`config.mk`:
```
export PLATFORM = sky130hd
export DESIGN_NAME = adder_pipe_unit
export DESIGN_NICKNAME = d
export VERILOG_FILES = /design/src/rtl/adder_pipe_unit.sv
export SDC_FILE = /design/constraint.sdc
export NUM_CORES = 1
export LEC_CHECK = 0
export ABC_AREA = 1
export CAP_MARGIN = 10
export CELL_PAD_IN_SITES_DETAIL_PLACEMENT = 2
export CELL_PAD_IN_SITES_GLOBAL_PLACEMENT = 2
export CORE_UTILIZATION = 30
export DETAILED_ROUTE_END_ITERATION = 10
export PLACE_DENSITY_LB_ADDON = 0.1
export SLEW_MARGIN = 20
export SYNTH_ARGS = -nofsm -noshare
export SYNTH_HDL_FRONTEND = slang
export SYNTH_SLANG_ARGS = --single-unit
```
`constraint.sdc`:
```
create_clock -name clk -period 2.6 [get_ports clk]
set_input_delay 0.52 -clock clk [delete_from_list [all_inputs] [get_ports clk]]
set_output_delay 0.52 -clock clk [all_outputs]
set_load 0.005 [all_outputs]
```
`src/rtl/adder_pipe_unit.sv`:
```
// adder_pipe_unit
// Two-stage pipelined add/subtract unit with four operation modes
// (add, subtract, unsigned saturating add, signed saturating add).
// The carry chain is cut between the low and the high operand halves:
// stage 1 resolves the low half and its carry/borrow, and stage 2 resolves
// the high half and applies the mode rules. Valid/ready handshakes are used
// on both sides. The pipeline holds at most two transactions.
//
// Ports:
//   clk        rising-edge clock
//   reset      asynchronous active-low reset
//   in_valid   operand transaction present
//   in_ready   unit accepts the operand transaction this cycle
//   a, b       WIDTH-bit operands
//   mode       00 add, 01 sub (a-b), 10 unsigned sat add, 11 signed sat add
//   out_valid  result present
//   out_ready  consumer accepts the result
//   sum        WIDTH+1-bit result
//   ovf        overflow / borrow / saturation flag
module adder_pipe_unit #(
   parameter int WIDTH = 8
) (
   input  logic             clk,
   input  logic             reset,
   input  logic             in_valid,
   output logic             in_ready,
   input  logic [WIDTH-1:0] a,
   input  logic [WIDTH-1:0] b,
   input  logic [1:0]       mode,
   output logic             out_valid,
   input  logic             out_ready,
   output logic [WIDTH:0]   sum,
   output logic             ovf
);

   localparam int LO = WIDTH / 2;
   localparam int HI = WIDTH - LO;

   localparam logic [1:0] MODE_ADD  = 2'b00;
   localparam logic [1:0] MODE_SUB  = 2'b01;
   localparam logic [1:0] MODE_USAT = 2'b10;
   localparam logic [1:0] MODE_SSAT = 2'b11;

   // Saturation value for the signed mode, already sign-extended to WIDTH+1 bits.
   function automatic logic [WIDTH:0] ssat_limit(input logic neg);
      logic [WIDTH:0] lim;
      if (neg) begin
         lim = {2'b11, {(WIDTH-1){1'b0}}};
      end else begin
         lim = {2'b00, {(WIDTH-1){1'b1}}};
      end
      return lim;
   endfunction

   // Signed overflow: both operands share a sign that the result does not.
   function automatic logic signed_ovf(input logic sa, input logic sb, input logic sr);
      return (sa == sb) && (sr != sa);
   endfunction

   // Stage-1 state
   logic              s1_valid_r;
   logic [LO-1:0]     s1_lo_r;
   logic              s1_carry_r;
   logic [HI-1:0]     s1_a_hi_r;
   logic [HI-1:0]     s1_b_hi_r;
   logic [1:0]        s1_mode_r;

   // Stage-2 (output) state
   logic              out_valid_r;
   logic [WIDTH:0]    sum_r;
   logic              ovf_r;

   // Combinational helpers
   logic              s2_load_s;
   logic              in_xfer_s;
   logic [LO:0]       lo_res_s;
   logic [HI:0]       hi_res_s;
   logic [WIDTH-1:0]  raw_s;
   logic [WIDTH:0]    sum_nxt_s;
   logic              ovf_nxt_s;

   assign s2_load_s = ~out_valid_r | out_ready;
   assign in_ready  = reset & (~s1_valid_r | s2_load_s);
   assign in_xfer_s = in_valid & in_ready;

   assign out_valid = out_valid_r;
   assign sum       = sum_r;
   assign ovf       = ovf_r;

   // Low half of the operation; bit LO is the carry (add) or borrow (sub).
   always_comb begin
      lo_res_s = {(LO+1){1'b0}};
      if (mode == MODE_SUB) begin
         lo_res_s = {1'b0, a[LO-1:0]} - {1'b0, b[LO-1:0]};
      end else begin
         lo_res_s = {1'b0, a[LO-1:0]} + {1'b0, b[LO-1:0]};
      end
   end

   // High half from the registered carry/borrow; bit HI is the full carry-out or borrow-out.
   always_comb begin
      hi_res_s = {(HI+1){1'b0}};
      if (s1_mode_r == MODE_SUB) begin
         hi_res_s = {1'b0, s1_a_hi_r} - {1'b0, s1_b_hi_r} - {{HI{1'b0}}, s1_carry_r};
      end else begin
         hi_res_s = {1'b0, s1_a_hi_r} + {1'b0, s1_b_hi_r} + {{HI{1'b0}}, s1_carry_r};
      end
   end

   assign raw_s = {hi_res_s[HI-1:0], s1_lo_r};

   // Mode rules applied to the completed raw result.
   always_comb begin
      sum_nxt_s = {(WIDTH+1){1'b0}};
      ovf_nxt_s = 1'b0;
      case (s1_mode_r)
         MODE_ADD, MODE_SUB: begin
            sum_nxt_s = {hi_res_s[HI], raw_s};
            ovf_nxt_s = hi_res_s[HI];
         end
         MODE_USAT: begin
            if (hi_res_s[HI]) begin
               sum_nxt_s = {1'b0, {WIDTH{1'b1}}};
               ovf_nxt_s = 1'b1;
            end else begin
               sum_nxt_s = {1'b0, raw_s};
               ovf_nxt_s = 1'b0;
            end
         end
         MODE_SSAT: begin
            if (signed_ovf(s1_a_hi_r[HI-1], s1_b_hi_r[HI-1], raw_s[WIDTH-1])) begin
               // Overflow direction follows the common operand sign.
               sum_nxt_s = ssat_limit(s1_a_hi_r[HI-1]);
               ovf_nxt_s = 1'b1;
            end else begin
               sum_nxt_s = {raw_s[WIDTH-1], raw_s};
               ovf_nxt_s = 1'b0;
            end
         end
         default: begin
            sum_nxt_s = {hi_res_s[HI], raw_s};
            ovf_nxt_s = hi_res_s[HI];
         end
      endcase
   end

   // Stage-1 register: captures low-half result and upper operand halves on an input transfer.
   always_ff @(posedge clk or negedge reset) begin
      if (!reset) begin
         s1_valid_r <= 1'b0;
         s1_lo_r    <= {LO{1'b0}};
         s1_carry_r <= 1'b0;
         s1_a_hi_r  <= {HI{1'b0}};
         s1_b_hi_r  <= {HI{1'b0}};
         s1_mode_r  <= 2'b00;
      end else if (in_xfer_s) begin
         s1_valid_r <= 1'b1;
         s1_lo_r    <= lo_res_s[LO-1:0];
         s1_carry_r <= lo_res_s[LO];
         s1_a_hi_r  <= a[WIDTH-1:LO];
         s1_b_hi_r  <= b[WIDTH-1:LO];
         s1_mode_r  <= mode;
      end else if (s2_load_s) begin
         s1_valid_r <= 1'b0;
      end
   end

   // Stage-2 register: loads when empty or when the current result is being consumed.
   always_ff @(posedge clk or negedge reset) begin
      if (!reset) begin
         out_valid_r <= 1'b0;
         sum_r       <= {(WIDTH+1){1'b0}};
         ovf_r       <= 1'b0;
      end else if (s2_load_s) begin
         out_valid_r <= s1_valid_r;
         if (s1_valid_r) begin
            sum_r <= sum_nxt_s;
            ovf_r <= ovf_nxt_s;
         end
      end
   end

endmodule

```
==> impl_results.md, run 1 <==
- Net Sw Power: 733 uW
- Clock power frac: between 10% and 20%
- Syn Area/Cell: around 7.7 um^2
- Routed Antenna Nets: 0
- Worst Setup Start Kind: flip-flop
- CTS tree: done
- Critical path cell sequence: fa_1 -> ha_2 -> nor2_2 -> fa_2 -> nand2_2 -> nand2_2 -> nand3b_1 -> nand3_2 -> nand3_4 -> nand2_1 -> a21oi_1 -> a21oi_1
- Measured slew at the worst slew-check pin: 0.494 ns
- Rel. slew slack: roughly 67%
- Die Height: roughly 81 um
- Adder-Cell Fraction of Synth Area: ~15%
- Final WS setup: approximately 0.017 ns
- XOR/XNOR share of the synthesized area: around 3.3%
- Arr. time, crit path: roughly 2.8 ns
- H-tree depth: 1
- 1st-pass router iterations: 4
- Initial Util: a little under a third
- Synthesis-stage register bit count: 27
- Final hold violation count: 0
- CTS Buf Count: 3
- Die Footprint: about 6500 um^2
- Register area share after synthesis: approximately 36%
- Internal Power: 1.07 mW
- Largest family of logic cells by synthesized area: simple AND/OR/NAND/NOR gates
- CP max stage delay: 0.58 ns
- Routability cong.: 0.733
- Ys Warns: 0
- CP max FO: 8
- CTS sink count: 27
- CTS clk-pin slew, worst paths: between 0.1 and 0.15 ns
- Remaining routing DRC violations: 0
- Tot Pwr: between 1.5 and 2 mW
- Wire per inst: roughly 14 um
- Core ar.: slightly below 6000 um^2
- Vias in the first global route: approximately 1700
- FF-to-FF setup slack: 0.02 ns
- Fin crit share: roughly 99%
- Violation count after the first detailed-route iteration: 39
- P per Cell Area: 743 nW/um^2
- Synth unique cells: 24
- Worst Path Required: 2.78 ns
- Compound-Gate Fraction of Synth Area: roughly an eighth
- Clock root cell: clkbuf_8
- Sw frac: between 40 and 50%
- Grt total ovfl: 0
- Pin count of the biggest net entering global routing: 28
- Hold WC Path Type: reg2reg
- Layout Nets: between 300 and 400
- Detailed-placement wirelength estimate: about 4.0 mm
- Part of the power in combinational logic: 51.5%
- Area Growth Syn to Fin: 29.8%
- Status: finished clean
- Initial antenna violation count: 0
- Tot GR Track Use: ~17%
- Most common cell after layout, fill and taps aside: nand2_1
- Clock Path Buffers: 2
- Final Setup Violations: 0
- First-pass GRT wire length: roughly 8.6 mm
- Die span in x: slightly above 80 um
- Antenna diode instance count: 0
- Commonest cells after routing, fill and taps aside: nand2_1 (62), clkdlybuf4s50_1 (33), inv_1 (31)
- Maximum Capacitance Violations: 0
- Dpl ws: -0.0636 ns
- Crit-path slowest cell: fa_1
- Port Buf Inserts: 33
- Kind of critical path: reg2reg
- Highest Clock Rate: roughly 0.39 GHz
- CP delay by family, top: adder cells
- Simple-gate share of the synthesized area: around a quarter
- Post-Synthesis Cells: around 240
- Post-synthesis mux area share: 0%
- Hold_ws: ~0.52 ns
- Tmin final: between 2 and 3 ns
- IO Count: 34
- Post-Place Cells: 352
- Unrepaired setup endpoints after global routing: true
- Hold_buf cts: 0
- Clk_lat worst skew: about 0.28 ns
- Via count: between 1500 and 2000
- Non-Filler Instances: 358
- Register share of total power: between 30% and 40%
- Synth Cell Area: 1870 um^2
- Slew Viols, Final: 0
- Net Count, Synth: roughly 280
- Worst vdd ir: approximately 0.29 mV
- Crit path buf inv count: 0
- Critical path endpoint category: flip-flop
- Static Leak: approximately 1.2 nW
- Post-Route WL: a little over 5 mm
- Clk_skew: between 0.004 and 0.005 ns
- Row cnt: 28
- Share of cells above drive strength 1: roughly 14%
- Routed vias/inst: 4.75
## metal layers
| metal | track usage, % | part of all wire [%] | vias up |
|---|---|---|---|
| li1 | - | - | 847 |
| met1 | 23.5 | 47 | 826 |
| met2 | 29.8 | 50 | 25 |
| met3 | 2.36 | 2.0 | 4 |
| met4 | 3.21 | 0.62 | 0 |
| met5 | 0 | 0 | - |
## worst min-delay path, delay by kind of cell (launching register included)
| kind | cells | cell delay (ns) |
|---|---|---|
| flops | 1 | 0.37 |
| compound gates | 1 | 0.05 |
| simple gates | 1 | 0.07 |
## metrics by stage
step	TNS [ns]	cell area, um^2	utilization (%)
2_1_floorplan	0	1870	-
3_3_place_gp	-0.0145	2320	38.9
3_5_place_dp	-0.0648	2320	38.9
4_1_cts	0	2370	39.9
5_1_grt	-0.427	2420	40.7
6_report	0	2420	40.7
## cells by family (layout without fill, tap and decap cells)
group,Yosys count,count (layout)
xor gates and xnor gates,7,7
DFF,27,27
adders and majority gates,19,19
AOI/OAI and AO/OA,42,42
buffers and inverters,40,81
and+or+nand+nor,107,107
## timing repair
action / in CTS / in global routing
resized for setup: 1 / 13
pin swaps: 2 / 11
buffers inserted: 1 / 1
setup endpoints to repair: 7 / 9
## area by class of cell
type,instances,area [um^2]
clock buffer,3,41.3
multi-input combinational,175,1080
tap,75,93.8
sequential,27,676
clock inverter,1,7.51
timing repair buffer,40,383
inverter,37,139
fill,717,3530
## Yosys cell counts (all sizes together)
cell type  instances  area [um^2]
ha                14          175
nor2              18         70.1
dfrtp             27          676
buf                2         10.0
xor2               4         35.0
o21ai             18         97.6
inv               36          135
clkinv             1         3.75
nand2             70          278
a21oi             21          105
nand3b             1         7.51
nand3             18          125
a31oi              2         12.5
a21o               1         7.51
fa                 5          100
xnor2              3         26.3
clkbuf             1         3.75
## flip-flops by register name, summed over array words and instances (netlist names)
register and flops:
sum 9, s1_a_hi_r 4, s1_b_hi_r 4, s1_lo_r 4, s1_mode_r 2, out_valid 1, ovf 1, s1_carry_r 1
s1_valid_r 1
## power by group through the flow
stage	Sequential [mW]	Clock, mW	Combinational [mW]
final	0.615	0.259	0.928
after global routing	0.632	0.297	1.06
after CTS	0.617	0.273	0.898
after detailed placement	0.627	0	0.885
after global placement	0.615	0	0.851
after floorplan	0.615	0	0.526
## path summary, 6_finish.rpt
kind                               from  cells past startpoint           end
max                        s1_b_hi_r[0]                     12        sum[4]
min                                 ovf                      2           ovf
max reg2reg                s1_b_hi_r[0]                     12        sum[4]
min reg2reg                         ovf                      2           ovf
max in group asynchronous         reset                      2  s1_mode_r[0]
min in group asynchronous         reset                      2        sum[4]
(Power assumes the default switching activity.)
==> run 2, diff against run 1 <==
--- a/config.mk
+++ b/config.mk
@@ -9,6 +9,7 @@
 export CAP_MARGIN = 10
 export CELL_PAD_IN_SITES_DETAIL_PLACEMENT = 2
 export CELL_PAD_IN_SITES_GLOBAL_PLACEMENT = 2
+export CORE_MARGIN = 1.5
 export CORE_UTILIZATION = 30
 export DETAILED_ROUTE_END_ITERATION = 10
 export PLACE_DENSITY_LB_ADDON = 0.1
==> run 2 against run 1 <==
Compared with the run above: the run now ends with setup timing left; routed wire length increased by 1.5%; clock skew increased by 0.0027 ns; non-clock buffer count increased by 3; largest cell class unchanged; via count decreased by 0.35%; critical path depth unchanged; sequential power about the same.
==> impl_results.md, run 2 (synthesis gave the netlist of run 1 again) <==
- Status: finished with violations
- Failing checks: setup timing
- Pin count of the biggest net entering global routing: 28 (unchanged)
- Row cnt: 28 (unchanged)
- Hold_ws: 0.499 ns (-0.0209 ns)
- Final Cell Area: 2490 um^2 (+2.5%)
- Area Growth Syn to Fin: 33.1%
- Initial Util: 31.4% (unchanged)
- Hold_buf cts: 0 (unchanged)
- Most common cell after layout, fill and taps aside: nand2_1
- Wire per inst: 14.5 um (+0.61%)
- Port Buf Inserts: 33 (unchanged)
- Clock Path Buffers: 2 (unchanged)
- Dpl ws: -0.0633 ns (+0.000293 ns)
- Core ar.: 5960 um^2 (unchanged)
- Worst Setup Start Kind: flip-flop
- Die Height: 81.9 um (+1.2%)
- Detailed-placement wirelength estimate: 4.01 mm (-0.75%)
- Initial antenna violation count: 0 (unchanged)
- WP depth: 12 (unchanged)
- Clock root cell: clkbuf_8
- 1st-pass router iterations: 3 (-1)
- Violation count after the first detailed-route iteration: 27 (-31%)
- Die Footprint: 6710 um^2 (+2.5%)
- CTS tree: done
- Highest Clock Rate: 0.384 GHz (-0.89%)
- Unrepaired setup endpoints after global routing: true
- Max reg flops: 9 (unchanged)
- Layout Nets: 328 (+0.92%)
- Met3 wire len: 106 um (+5.0%)
- Top layer in use: met4
- Rel. slew slack: 66.2% (-0.82 points)
- Routed vias/inst: 4.70 (-1.2%)
- Hold Path Stages: 2 (unchanged)
- Via count: 1696 (-0.35%)
- FF-to-FF setup slack: -0.006 ns (-0.02 ns)
- Measured slew at the worst slew-check pin: 0.501 ns (+0.00757 ns)
- WL met1: 2.45 mm (+0.99%)
- First-pass GRT wire length: 8.77 mm (+2.5%)
- Tot GR Track Use: 17.2% (-0.27 points)
- Slew Viols, Final: 0 (unchanged)
- Non-Filler Instances: 361 (+0.84%)
- Die span in x: 81.9 um (+1.2%)
- Clk_lat worst skew: 0.29 ns (about the same)
- Hold WC Path Type: reg2reg
- IO Count: 34 (unchanged)
- CTS Buf Count: 3 (unchanged)
- Final WS setup: -0.00598 ns (-0.0233 ns)
- Maximum Capacitance Violations: 0 (unchanged)
- Share of cells above drive strength 1: 17.5% (+3.7 points)
- Area after DPL: 2320 um^2 (+0.32%)
- P per Cell Area: 757 nW/um^2 (+1.9%)
- Post-Route WL: 5.24 mm (+1.5%)
- Routed Antenna Nets: 0 (unchanged)
- CP max FO: 8 (unchanged)
- Arr. time, crit path: 2.78 ns (+0.02 ns)
- Commonest cells after routing, fill and taps aside: nand2_1 (58), clkdlybuf4s50_1 (33), inv_1 (31)
- Final hold violation count: 0 (unchanged)
- Setup TNS: -0.00598 ns (-0.00598 ns)
- CTS clk-pin slew, worst paths: 0.11 ns (about the same)
- Tmin final: 2.61 ns (+0.0233 ns)
- H-tree depth: 1 (unchanged)
- Filler cells: 708 (-1.3%)
- Vias in the first global route: 1787 (+3.2%)
- Routability cong.: 0.744 (+1.5%)
- Remaining routing DRC violations: 0 (unchanged)
- Antenna diode instance count: 0 (unchanged)
- Crit-path slowest cell: fa_2
- CTS sink count: 27 (unchanged)
- Crit path buf inv count: 0 (unchanged)
- Final Setup Violations: 1 (+1)
- Post-Place Cells: 353 (+0.28%)
- Critical path cell sequence: fa_2 -> ha_4 -> nor2_4 -> fa_2 -> nand2_2 -> nand2_2 -> nand3b_1 -> nand3_2 -> nand3_4 -> nand2_2 -> a21oi_2 -> a21oi_2
- CP max stage delay: 0.63 ns (+0.05 ns)
- Met2 WL: 2.65 mm (+1.9%)
- Fin crit share: 100% (+0.90 points)
- Critical path endpoint category: flip-flop
- Grt total ovfl: 0 (unchanged)
- Static Leak: 1.19 nW (+1.6%)
- Worst vdd ir: 0.260 mV (-11%)
- Clk_skew: 0.00719 ns (+0.00267 ns)
- Kind of critical path: reg2reg
- Cell mode on critical path: nand2_2
- CP delay by family, top: adder cells
- Tot Pwr: 1.88 mW (+4.5%)
- R2r worst-path depth: 12 (unchanged)
- Fin util: 41.7% (+1.0 points)
- Worst Path Required: 2.78 ns (about the same)
run 2: changes by cell type in the layout (fill, tap and decap cells not counted), moves of 3 or more:
cell	change
nand2_1	-4
nand2_2	+4
a21oi_1	-3
a21oi_2	+3
buf_4	+3
run 2: area by class of cell:
type	count	area [um^2]	share of cell area, %
Clock inverter	1	7.51	0.302
Sequential cell	27	676	27.2
Tap cell	75	93.8	3.77
Clock buffer	3	41.3	1.66
Inverter	37	139	5.59
Multi-Input combinational cell	175	1120	45.2
Timing Repair Buffer	43	405	16.3
run 2: routing by layer:
| layer | global-route usage (%) | up-vias |
|---|---|---|
| li1 | - | 849 |
| met3 | 2.11 | 2 |
| met1 | 22.6 | 824 |
| met2 | 30.0 | 21 |
| met4 | 3.56 | 0 |
| met5 | 0 | - |
run 2: worst register-to-register path, stage by stage, from the launching register on:
cell	delay (ns)
dfrtp_1	0.43
fa_2	0.63
ha_4	0.16
nor2_4	0.05
fa_2	0.37
nand2_2	0.10
nand2_2	0.07
nand3b_1	0.10
nand3_2	0.11
nand3_4	0.16
nand2_2	0.07
a21oi_2	0.18
a21oi_2	0.07
run 2: report_power, final:
| part | internal, mW | switching (mW) | total (mW) |
|---|---|---|---|
| clock | 0.109 | 0.160 | 0.269 |
| combinational | 0.469 | 0.532 | 1.00 |
| sequential | 0.530 | 0.0820 | 0.612 |
run 2: worst paths after layout:
check / endpoint / startpoint
min in group asynchronous: sum[6] / reset
max reg2reg: sum[4] / s1_carry_r
min reg2reg: ovf / ovf
min: ovf / ovf
max in group asynchronous: s1_a_hi_r[1] / reset
max: sum[4] / s1_carry_r
run 2: repair_timing:
action | 4_1_cts | 5_1_grt
setup endpoints to repair | 8 | 9
pin swaps | 3 | 13
buffers inserted | 1 | 3
gates resized for setup | 4 | 21
